`config.mk`:
```
export PLATFORM = sky130hd
export DESIGN_NAME = game_timer
export DESIGN_NICKNAME = d
export VERILOG_FILES = /design/src/rtl/game_timer_pkg.sv /design/src/rtl/tick_gen.sv /design/src/rtl/game_timer.sv
export SDC_FILE = /design/constraint.sdc
export NUM_CORES = 1
export LEC_CHECK = 0
export ABC_AREA = 1
export BUFFER_PORTS_ARGS = -buffer_cell sky130_fd_sc_hd__buf_2
export CORE_MARGIN = 10
export CORE_UTILIZATION = 58
export CTS_CLUSTER_SIZE = 28
export DETAILED_ROUTE_END_ITERATION = 6
export MAX_ROUTING_LAYER = met4
export PLACE_DENSITY = 0.79
export SYNTH_ARGS = -nofsm -noshare
export SYNTH_HDL_FRONTEND = slang
export SYNTH_SLANG_ARGS = --single-unit
```
`constraint.sdc`:
```
create_clock -name clk -period 3.75 [get_ports clk]
set_clock_uncertainty 0.15 [all_clocks]
set_input_delay 0.75 -clock clk [delete_from_list [all_inputs] [get_ports clk]]
set_output_delay 0.75 -clock clk [all_outputs]
set_load 0.005 [all_outputs]
```
`src/rtl/game_timer_pkg.sv`:
```
// rtl/game_timer_pkg.sv - shared memory-game constants
// Purpose: FSM state encodings, the 59.99 time limit digits and the
//          default tick divider shared by the game timer files.
// Ports:   none (package).
package game_timer_pkg;

  // 650000 cycles of the 65 MHz pixel clock make one 1/100 s tick.
  localparam int DEFAULT_CLK_DIV = 650000;

  typedef enum logic [1:0] {
    ST_IDLE = 2'd0,
    ST_RUN  = 2'd1,
    ST_WON  = 2'd2,
    ST_LOST = 2'd3
  } state_t;

  // Time limit 59.99 s, one constant per BCD digit.
  localparam logic [2:0] LIM_SEC_D = 3'd5;
  localparam logic [3:0] LIM_SEC_U = 4'd9;
  localparam logic [3:0] LIM_HUN_D = 4'd9;
  localparam logic [3:0] LIM_HUN_U = 4'd9;

endpackage

```
`src/rtl/tick_gen.sv`:
```
// rtl/tick_gen.sv - 1/100 s tick prescaler
// Purpose: counts 0..CLK_DIV-1 while enabled and flags the wrap to 0.
// Ports:   clk  in  system clock
//          rst  in  synchronous active-high reset
//          en   in  count enable (game running)
//          clr  in  synchronous clear (game restart)
//          tick out one-cycle pulse on the cycle the count wraps
module tick_gen
  import game_timer_pkg::*;
#(
  parameter int CLK_DIV = DEFAULT_CLK_DIV
) (
  input  logic clk,
  input  logic rst,
  input  logic en,
  input  logic clr,
  output logic tick
);

  localparam int             CW   = (CLK_DIV > 1) ? $clog2(CLK_DIV) : 1;
  localparam logic [CW-1:0]  LAST = CW'(CLK_DIV - 1);

  logic [CW-1:0] r_cnt;
  logic          w_wrap;

  // Tick is combinational so the consumer registers its effect on the
  // same edge the counter wraps.
  assign w_wrap = en && (r_cnt == LAST);
  assign tick   = w_wrap;

  always_ff @(posedge clk) begin
    if (rst || clr) begin
      r_cnt <= '0;
    end else if (en) begin
      if (w_wrap) r_cnt <= '0;
      else        r_cnt <= r_cnt + 1'b1;
    end
  end

endmodule

```
`src/rtl/game_timer.sv`:
```
// rtl/game_timer.sv - memory-game BCD timer, pair counter and win/lose FSM
// Purpose: runs a 00.00..59.99 s BCD clock while a game is in progress,
//          counts matched pairs and decides between WON and LOST.
// Ports:   clk                  in  system clock
//          rst                  in  synchronous active-high reset
//          start                in  pulse: clear and (re)start a game
//          pair_found           in  pulse: one pair matched
//          seconds_dozens_unity out BCD seconds {dozens[2:0], unity[3:0]}
//          hundredths_of_second out BCD hundredths {dozens, unity}
//          discovered_pairs_ctr out pairs {3'b0, unity[2:0]}
//          game_over_en         out high while LOST
//          game_won             out high while WON
module game_timer
  import game_timer_pkg::*;
#(
  parameter int CLK_DIV   = DEFAULT_CLK_DIV,
  parameter int NUM_PAIRS = 6
) (
  input  logic       clk,
  input  logic       rst,
  input  logic       start,
  input  logic       pair_found,
  output logic [6:0] seconds_dozens_unity,
  output logic [7:0] hundredths_of_second,
  output logic [5:0] discovered_pairs_ctr,
  output logic       game_over_en,
  output logic       game_won
);

  localparam logic [2:0] PAIRS_ALL  = 3'(NUM_PAIRS);
  localparam logic [2:0] PAIRS_LAST = 3'(NUM_PAIRS - 1);

  state_t     r_state;
  state_t     w_state_next;
  logic [2:0] r_sec_d;
  logic [3:0] r_sec_u;
  logic [3:0] r_hun_d;
  logic [3:0] r_hun_u;
  logic [2:0] r_pairs;
  logic       r_game_over;
  logic       r_game_won;

  logic w_run;
  logic w_tick;
  logic w_at_limit;
  logic w_final_pair;
  logic w_time_step;
  logic w_game_over_next;
  logic w_game_won_next;

  assign w_run = (r_state == ST_RUN);

  tick_gen #(
    .CLK_DIV (CLK_DIV)
  ) u_tick_gen (
    .clk  (clk),
    .rst  (rst),
    .en   (w_run),
    .clr  (start),
    .tick (w_tick)
  );

  assign w_at_limit   = (r_sec_d == LIM_SEC_D) && (r_sec_u == LIM_SEC_U) &&
                        (r_hun_d == LIM_HUN_D) && (r_hun_u == LIM_HUN_U);
  assign w_final_pair = w_run && pair_found && (r_pairs == PAIRS_LAST);
  // The clock never advances past 59.99; the limit tick only changes state.
  assign w_time_step  = w_run && w_tick && !w_at_limit;

  // State register
  always_ff @(posedge clk) begin
    if (rst) r_state <= ST_IDLE;
    else     r_state <= w_state_next;
  end

  // Next-state logic: start wins over everything but rst, and the final
  // pair wins over the limit tick.
  always_comb begin
    w_state_next = r_state;
    if (start) begin
      w_state_next = ST_RUN;
    end else if (r_state == ST_RUN) begin
      if (w_final_pair)              w_state_next = ST_WON;
      else if (w_tick && w_at_limit) w_state_next = ST_LOST;
    end
  end

  // Output logic, registered so flags line up with the counters.
  always_comb begin
    w_game_over_next = (w_state_next == ST_LOST);
    w_game_won_next  = (w_state_next == ST_WON);
  end

  always_ff @(posedge clk) begin
    if (rst) begin
      r_game_over <= 1'b0;
      r_game_won  <= 1'b0;
    end else begin
      r_game_over <= w_game_over_next;
      r_game_won  <= w_game_won_next;
    end
  end

  // Pair counter and BCD time cascade; both only move while running.
  always_ff @(posedge clk) begin
    if (rst || start) begin
      r_pairs <= '0;
      r_sec_d <= '0;
      r_sec_u <= '0;
      r_hun_d <= '0;
      r_hun_u <= '0;
    end else begin
      if (w_run && pair_found && (r_pairs < PAIRS_ALL)) begin
        r_pairs <= r_pairs + 3'd1;
      end
      if (w_time_step) begin
        if (r_hun_u != 4'd9) begin
          r_hun_u <= r_hun_u + 4'd1;
        end else begin
          r_hun_u <= 4'd0;
          if (r_hun_d != 4'd9) begin
            r_hun_d <= r_hun_d + 4'd1;
          end else begin
            r_hun_d <= 4'd0;
            if (r_sec_u != 4'd9) begin
              r_sec_u <= r_sec_u + 4'd1;
            end else begin
              // Seconds dozens below 5 here: 59.99 never steps.
              r_sec_u <= 4'd0;
              r_sec_d <= r_sec_d + 3'd1;
            end
          end
        end
      end
    end
  end

  assign seconds_dozens_unity = {r_sec_d, r_sec_u};
  assign hundredths_of_second = {r_hun_d, r_hun_u};
  assign discovered_pairs_ctr = {3'b000, r_pairs};
  assign game_over_en         = r_game_over;
  assign game_won             = r_game_won;

endmodule

```
# [Word-level counts from Yosys, hierarchy flattened]
# Index checks and enable logic that the tools add are counted.
[totals] mem_bits_ro=0 mem_bits_rw=0 register_bits=42 wordCells=54 memories=0 input_bits=4 latch_bits=0 out_inout_bits=23
[classes] n_mul=0 add_sub_neg=6 div_mod_pow=0 eq_ne=12 n_lt_le_gt_ge=1 reduce_logical=15 n_shift=0 bitwise=3 muxes=8
[ops] cell="$add 20x1->20 const B" count=1
[ops] cell="$eq 20x20->1 const B" count=1
[ops] cell="$mux 20" count=1
[ops] cell="$add 4x1->4 const B" count=3
[ops] cell="$eq 4x4->1 const B" count=3
[ops] cell="$mux 4" count=3
[ops] cell="$ne 4x4->1 const B" count=3
[ops] cell="$logic_and 1x1->1" count=10
[ops] cell="$mux 2" count=4
[ops] cell="$add 3x1->3 const B" count=2
[ops] cell="$eq 3x3->1 const B" count=2
[ops] cell="$eq 2x2->1 const B" count=2
[ops] cell="$reduce_and 4->1" count=1
[ops] cell="$lt 3x3->1 const B" count=1
[ops] cell="$not 1->1" count=3
[ops] cell="$reduce_and 3->1" count=1
[ops] cell="$eq 2x1->1 const B" count=1
[ops] cell="$reduce_and 2->1" count=1
[ops] cell="$logic_not 1->1" count=1
[ops] cell="$logic_or 1x1->1" count=1

# [Logic depth before layout (Yosys ltp)]
# Gate-level depths: netlist of the first run.
[logic_depth] depth_word=10 ltp_mapped=11 depth_no_buf=11

# [Cells and area by module]
# Synthesis of the first run repeated with hierarchy kept, for this count alone.
[hier_totals] cells_unflattened=342 hier_area_um2=2416.1
[modules_own_cells] mod="game_timer" n_inst=1 area_per_inst_um2=1258.7 seq_area_each_um2=440.4 cells_each=174
[modules_own_cells] mod="tick_gen" n_inst=1 area_per_inst_um2=1157.4 seq_area_each_um2=400.4 cells_each=168

# [Least setup slack after synthesis of the first run]
# No wires, ideal clock.
[synth_path] path_kind="input -> register" from="input start" to="register u_tick_gen.r_cnt[7]" cell_stages=5 setup_ns=0.070 setup_slack_ns=2.072 t_arrival_ns=1.458 n_path_buf=0 t_required_ns=3.530 path_cell_list="nor2_1 -> nand2_2 -> inv_2 -> nand3_1 -> a21oi_1"
[synth_via] elab_chain_cells=1
[synth_rtl] element="start: declaration" line="game_timer.sv:21" source="input logic start,"
[synth_rtl] element="$logic_or 1x1->1" line="tick_gen.sv:32" source="if (rst || clr) begin"
[synth_rtl] element="end signal: assignment" line="tick_gen.sv:36" source="else r_cnt <= r_cnt + 1'b1;"
[synth_rtl] element="end: declaration" line="tick_gen.sv:23" source="logic [CW-1:0] r_cnt;"
# Every way passes these cells.
# A chain may end at the register's enable or synchronous reset.

# [Worst setup path after layout of the first run]
[layout_path] from="register r_hun_u[0]" to="output hundredths_of_second[0]"
[layout_rtl] element="start: declaration" line="game_timer.sv:38" source="logic [3:0] r_hun_u;"
[layout_rtl] element="start signal: assignment" line="game_timer.sv:117" source="r_hun_u <= r_hun_u + 4'd1;"
[layout_rtl] element="end: declaration" line="game_timer.sv:24" source="output logic [7:0] hundredths_of_second,"
# No word-level cell between the ends.

==> reports/results.tsv, run 1 <==
stage	metric	value	unit
grt	grt_max_degree	16	
grt	track_usage	0.154	
clocking	cts_buffer_depth	2	
worst_hold_path	hp-class	register to register	
finish	fillers	385	
run_status	status	complete, no violations	
finish	nNetsFinal	391	
timing	post-route-period-util	0.494	
worst_setup_path	cp_data_arrival_time	0.95	ns
worst_setup_path	slowest_stage	dfxtp_1	
synthesis	syn_area_per_cell	6.79	um^2
detailed_routing	ant_nets	0	
clocking	cts_root_buf	clkbuf_8	
detailed_routing	drt_iter0_drc	168	
floorplanning	fp.dieH	84.5	um
clocking	cts_resized	0	
synthesis	ys_seq_area_frac	0.349	
timing	finalHoldViolations	0	
clocking	numCtsBuffers	5	
worst_setup_path	path_max_fanout	8	
worst_setup_path	max_stage_delay	0.49	ns
synthesis	synthCells	355	
detailed_routing	vias_per_cell	5.22	
power_and_ir_drop	power_density	292	nW/um^2
placement	hpwlAfterDp	4.04	mm
floorplanning	rows	23	
timing	max_freq	0.539	GHz
grt	grt-ovfl-total	0	
power_and_ir_drop	vdd_ir_drop_max	0.000228	V
clocking	cts_setup_buffers	0	
detailed_routing	drt-wirelength-per-cell	12.2	um
worst_setup_path	critPathLaunchType	register	
worst_setup_path	cp.buffers_inverters	1	
synthesis	ys_ff_latch	42	
run	drv_cap	0	
placement	place_area	2550	um^2
clocking	h-tree-depth	2	
floorplanning	pin_count	27	
worst_setup_path	path_class	register to primary output	
detailed_routing	vias	2249	
floorplanning	die_area	7130	um^2
detailed_routing	drcViolationCount	0	
finish	stdcell_area	2640	um^2
finish	diodes	0	
synthesis	synth_top_area_frac	0.349	
clocking	cts_tree	done	
detailed_routing	dr.pass1.iters	4	
timing	rsz0062_at_grt	false	
floorplanning	die_w	84.5	um
grt	grt_pass1_vias	2168	
detailed_routing	wl	5.27	mm
worst_setup_path	path_cells	buf_2	
clocking	clock_latency	0.29	ns
synthesis	synth_cell_types	33	
power_and_ir_drop	cellLeakagePower	1.11	nW
grt	grt_pass1_wl	9.37	mm
worst_setup_path	cp-end-kind	primary output	
floorplanning	initial_core_util	0.602	
grt	antenna_found_initial	0	
timing	tns	0	ns
clocking	cts_hold_buf	0	
synthesis	synth_area_leaders	dfxtp_1 35%, nand2_1 11%, nor2_1 7.8%, inv_1 7.3%, nand3_1 5.8%	
timing	setup_viol	0	
worst_setup_path	critical-path-top-delay-family	flip-flops	
clocking	clk_pin_slew	0.08	ns
synthesis	synth_area	2410	um^2
synthesis	ys.warnings.count	0	
placement	io_buffer_count	23	
synthesis	yosys.area.top_type	dfxtp_1	
timing	slew_viol_final	0	
finish	areaGrowthSynthToFinish	9.35	%
clocking	clock_sinks	42	
finish	drive_above_1_share	0.186	
placement	gp_congestion	0.948	
worst_setup_path	crit_required	2.85	ns
floorplanning	core_area	4000	um^2
timing	final_period_minus_worst_setup_slack	1.85	ns
logic make-up after synthesis:
family | after synthesis | share of synthesized area
xor gates and xnor gates | 5 | 0.0182
adders and majority gates | 5 | 0.0260
buffers and inverters | 60 | 0.105
DFF | 42 | 0.349
and+or+nand+nor | 205 | 0.422
AOI/OAI and AO/OA | 37 | 0.0789
other | 1 | 0.00156
registers in the layout (all words and copies together) (netlist names):
signal and count:
r_pairs 3, r_state 2, game_won 1, r_sec_d 3, r_hun_d 4, game_over_en 1, r_hun_u 4, r_sec_u 4
u_tick_gen.r_cnt 20
layout by cell type, fill, tap and decap left out, types with 2 or more instances in the layout:
cell type  count
nor4_1         2
and3_1         2
nand4_1       11
a21oi_1       22
inv_1         47
o21ai_1        3
nand3_2        3
nand2_2        8
dfxtp_1       42
inv_2          6
clkbuf_8       6
nand2_1       70
ha_1           5
nor2_1        50
xor2_1         4
nor2_2        12
o21ai_0       10
buf_2         23
nor3_1         5
nor3_2         3
nor2_4         6
conb_1         3
nand3_1       28
path summary, 6_finish.rpt:
kind | slack [ns] | start | cells past startpoint | end
max | 1.90 | r_hun_u[0] | 1 | hundredths_of_second[0]
min | 0.34 | r_sec_d[1] | 2 | r_sec_d[1]
max reg2reg | 1.92 | r_state[0] | 9 | u_tick_gen.r_cnt[10]
min reg2reg | 0.34 | r_sec_d[1] | 2 | r_sec_d[1]
cell type report:
| cell class | instances | area [um^2] | area share |
|---|---|---|---|
| sequential | 42 | 841 | 0.319 |
| multi-input combinational | 255 | 1320 | 0.502 |
| inverter | 54 | 203 | 0.0769 |
| tap | 50 | 62.6 | 0.0237 |
| clock buffer | 6 | 82.6 | 0.0313 |
| timing repair buffer | 24 | 123 | 0.0465 |
stage by stage:
stage | cells | hold WS, ns | util | total power, mW | setup WS, ns
3_5_place_dp | 425 | 0.338 | 0.638 | 0.492 | 1.82
3_3_place_gp | 425 | 0.329 | 0.638 | 0.491 | 1.85
6_report | 431 | 0.345 | 0.659 | 0.769 | 1.90
4_1_cts | 431 | 0.348 | 0.659 | 0.775 | 1.90
2_1_floorplan | 357 | 0.308 | - | 0.486 | 2.07
5_1_grt | 431 | 0.383 | 0.659 | 0.797 | 1.71
metal layers:
metal  vias to the layer above  track usage  wire length, um
li1                       1179            -                -
met1                      1014        0.190             2490
met2                        50        0.244             2430
met3                         6       0.0338              291
met4                         0       0.0509               59
met5                         -            -                0
cell usage after synthesis, drive strengths merged:
cell type  count
xnor2          1
o21ai         13
nor2          69
dfxtp         42
nand4         12
nand2         78
conb           1
nand3         31
a21oi         22
nand3b         1
inv           53
and3           2
xor2           4
clkinv         1
buf            6
nor3           8
ha             5
nor4           2
o31ai          1
nor3b          1
or2            1
o21bai         1
power breakdown:
part           internal (mW)  leakage (nW)  switching, mW
clock network          0.142        0.0431          0.145
registers              0.449         0.339        0.00292
logic                0.00893         0.730         0.0212
Note: power is estimated with default switching activity, not from simulation.
==> inputs of run 2 (changes only) <==
--- a/config.mk
+++ b/config.mk
@@ -5,10 +5,10 @@
 export SDC_FILE = /design/constraint.sdc
 export NUM_CORES = 1
 export LEC_CHECK = 0
-export ABC_AREA = 1
+export ABC_AREA = 0
 export BUFFER_PORTS_ARGS = -buffer_cell sky130_fd_sc_hd__buf_2
 export CORE_MARGIN = 10
-export CORE_UTILIZATION = 58
+export CORE_UTILIZATION = 57
 export CTS_CLUSTER_SIZE = 28
 export DETAILED_ROUTE_END_ITERATION = 6
 export MAX_ROUTING_LAYER = met4
==> constraint.sdc (replaced) <==
create_clock -name clk -period 1.8 [get_ports clk]
set_clock_uncertainty 0.15 [all_clocks]
set_input_delay 0.36 -clock clk [delete_from_list [all_inputs] [get_ports clk]]
set_output_delay 0.36 -clock clk [all_outputs]
set_load 0.005 [all_outputs]
==> run 2 against run 1 <==
  * Core utilization increased by 17 points
  * Flip-flop and latch count unchanged
  * Hold slack lost 0.29 ns
  * Non-clock buffer count is 48 higher
  * Largest power group unchanged
  * Sequential power grew 110%
  * Synthesized cell count is 31% lower
  * The flow now finishes with violations (setup timing)
  * Clock power rose to 3.2 times the previous value
  * Highest routed layer unchanged
  * Power rose to 2.5 times the previous value
  * Worst setup slack worse by 2.3 ns
  * First-iteration DRC count is 39% lower
  * Clock-buffer cell count did not move
  * Area after synthesis is 13% lower
==> reports/results.tsv, run 2 <==
stage	metric	value	unit	change
run_status	status	complete, but fails checks		
run_status	violations	setup timing		
floorplanning	fp.dieH	80.6	um	-4.6%
worst_setup_path	critical-path-top-delay-family	simple AND/OR/NAND/NOR gates		
worst_setup_path	path_max_fanout	7		-1
floorplanning	core_area	3440	um^2	-14%
finish	regMostFlops	u_tick_gen.r_cnt		
grt	antenna_found_initial	0		unchanged
grt	grt.busiest_layer	met2		
grt	track_usage	0.167		+0.0123
clocking	clock_latency	0.30	ns	about the same
power_and_ir_drop	p_total	1.93	mW	+150%
power_and_ir_drop	power_density	675	nW/um^2	+130%
worst_setup_path	reg2reg_from	u_tick_gen.r_cnt[6]		
synthesis	syn_area_per_cell	8.58	um^2	+26%
power_and_ir_drop	clock_power_share	0.478		+0.105
placement	hpwlAfterDp	3.32	mm	-18%
timing	tns	-10.64	ns	-10.64 ns
finish	largest_reg_flops	20		unchanged
worst_hold_path	hold_path_startpoint	rst		
finish	nNetsFinal	325		-17%
worst_hold_path	hp-class	primary input to register		
placement	post-place-cells	350		-18%
timing	slew_viol_final	0		unchanged
timing	timing.hold.ws	0.0546	ns	-0.290 ns
power_and_ir_drop	swShare	0.191		-0.0289
timing	max_freq	0.460	GHz	
clocking	cts_root_buf	clkbuf_8		
power_and_ir_drop	internal-power	1.56	mW	+160%
finish	mostFrequentLayoutCell	buf_4		
floorplanning	pin_count	27		unchanged
power_and_ir_drop	vdd_ir_drop_max	0.000510	V	+120%
clocking	cts_buffer_depth	2		unchanged
floorplanning	initial_core_util	0.608		+0.00570
clocking	h-tree-depth	2		unchanged
grt	grt-ovfl-total	0		unchanged
grt	grt_pass1_vias	1925		-11%
placement	pre_cts_ws	-0.376	ns	-2.19 ns
timing	rsz0062_at_grt	true		
finish	diodes	0		unchanged
synthesis	ys_ff_latch	42		unchanged
timing	setup_viol	36		+36
detailed_routing	dr.pass1.iters	4		unchanged
finish	final_cell_mix	44 x buf_4, 41 x dfxtp_1, 32 x nor2_1, 23 x buf_2, 22 x nand2_1		
power_and_ir_drop	power.switching	368	uW	+120%
worst_setup_path	cp-end-kind	register		
synthesis	ys_seq_area_frac	0.402		+0.0528
synthesis	synth_area	2090	um^2	-13%
grt	grt_pass1_wl	8.57	mm	-8.5%
floorplanning	die_w	80.6	um	-4.6%
placement	place_area	2560	um^2	+0.34%
timing	final_period_minus_worst_setup_slack	2.17	ns	
timing	layout_setup_ws	-0.374	ns	-2.27 ns
worst_setup_path	max_stage_delay	0.54	ns	+0.05 ns
detailed_routing	wl	5.05	mm	-4.2%
run	drv_cap	0		unchanged
floorplanning	die_area	6500	um^2	-8.9%
finish	stdcell_area	2860	um^2	+8.4%
worst_setup_path	path_cells	or4b_4 -> nor4_4 -> buf_6 -> o2111ai_4 -> or3_1 -> a21oi_1		
placement	gp_congestion	0.815		-14%
finish	fillers	204		-47%
finish	instances_no_fill	363		-16%
worst_setup_path	slowest_stage	or4b_4		
detailed_routing	drt-wirelength-per-cell	13.9	um	+14%
synthesis	async_flop_share	0		unchanged
clocking	clock_sinks	42		unchanged
synthesis	ys.flop_type	dfxtp_1		
clocking	clk_pin_slew	0.08	ns	about the same
finish	fin_util	0.830		+0.171
worst_setup_path	path_class	register to register		
grt	met2_usage	0.273		+0.0290
timing	post-route-period-util	1.21		
worst_setup_path	crit_required	1.88	ns	-0.97 ns
clocking	cts_hold_buf	0		unchanged
synthesis	ys.warnings.count	0		unchanged
power_and_ir_drop	power_frac_seq	0.485		-0.102
clocking	cts_tree	done		
detailed_routing	vias_per_cell	5.43		+4.1%
grt	grt_max_degree	15		-1
floorplanning	rows	21		-8.7%
grt	grt_util_met3	0.0334		-0.000409
synthesis	netlist_top_cells_count	42 x dfxtp_1, 32 x nor2_1, 22 x nand2_1		
finish	areaGrowthSynthToFinish	36.5	%	
synthesis	synth_area_leaders	dfxtp_1 40%, nor2_1 5.7%, xor2_1 5.0%, xnor2_1 4.6%, nand2_1 3.9%		
synthesis	synth_edf_count	0		unchanged
grt	use_met1	0.190		+0.000589
synthesis	yosysMostFrequentCell	dfxtp_1		
detailed_routing	vias	1971		-12%
placement	io_buffer_count	23		unchanged
timing	finalHoldViolations	0		unchanged
worst_setup_path	cp_data_arrival_time	2.25	ns	+1.30 ns
synthesis	yosys.area.top_type	dfxtp_1		
detailed_routing	ant_nets	0		unchanged
clocking	numCtsBuffers	5		unchanged
power_and_ir_drop	p_comb_frac	0.036		-0.003
worst_setup_path	cp.buffers_inverters	1		unchanged
worst_setup_path	critPathLaunchType	register		
worst_setup_path	cp-startpoint	u_tick_gen.r_cnt[6]		
synthesis	synth_top_area_frac	0.402		+0.0528
finish	drive_above_1_share	0.319		+0.132
synthesis	synth_cell_types	45		+36%
synthesis	synthCells	244		-31%
power_and_ir_drop	cellLeakagePower	1.19	nW	+7.1%
detailed_routing	drt_iter0_drc	102		-39%
detailed_routing	drcViolationCount	0		unchanged
run 2: cell types whose count changed after synthesis, sizes merged, moves of 4 or more:
cell / delta
o21ai: -4
a31oi: +4
nand2: -56
or3: +7
nor3b: +5
nor2: -37
xnor2: +10
nor2b: +4
nand3: -20
and3: +7
inv: -45
a21oi: -8
nor3: -5
xor2: +8
run 2: layer usage:
layer  wire length (um)  up-vias
li1                   -      983
met2               2480       41
met4                129        0
met5                  0        -
met1               2230      934
met3                209       13
run 2: timing repair:
action | CTS | global route
setup endpoints to repair | 36 | 36
buffers inserted | 1 | 2
resized for setup | 9 | 4
pin swaps | 6 | 7
cloned | 2 | 0
run 2: power by group through the flow:
stage / Combinational, mW / Sequential [mW] / Clock (mW)
2_1_floorplan: 0.0402 / 0.957 / 0
3_3_place_gp: 0.0465 / 0.957 / 0
3_5_place_dp: 0.0479 / 0.957 / 0
4_1_cts: 0.0685 / 0.936 / 0.931
5_1_grt: 0.0759 / 0.936 / 0.972
6_report: 0.0701 / 0.936 / 0.922
run 2: final timing paths:
kind                         end  slack, ns  cells past startpoint
max                   r_sec_u[0]      -0.37                      6
min                   r_state[0]       0.05                      2
max reg2reg           r_sec_u[0]      -0.37                      6
min reg2reg  u_tick_gen.r_cnt[1]       0.34                      2
run 2: final cells by class:
class | count | area, um^2 | area share
Clock buffer | 6 | 82.6 | 0.0289
Inverter | 8 | 30.0 | 0.0105
Tap cell | 46 | 57.6 | 0.0201
Multi-Input combinational cell | 187 | 1230 | 0.431
Timing Repair Buffer | 72 | 553 | 0.194
Sequential cell | 42 | 842 | 0.295
Clock inverter | 2 | 60.1 | 0.0210
run 2: logic make-up (layout without fill, tap and decap cells):
family          Yosys count  after routing  synth area share
buf+inv                  17             88            0.0412
flops                    42             42             0.402
simple gates            121            121             0.322
compound gates           33             33            0.0980
mux                       2              2           0.00956
xor+xnor                 23             23            0.0962
other cells               1              3           0.00179
fa+ha+maj                 5              5            0.0299
run 2: worst reg2reg max path, stage by stage, from the launching register on:
cell       delay [ns]
dfxtp_2          0.33
or4b_4           0.54
nor4_4           0.29
buf_6            0.19
o2111ai_4        0.13
or3_1            0.34
a21oi_1          0.15
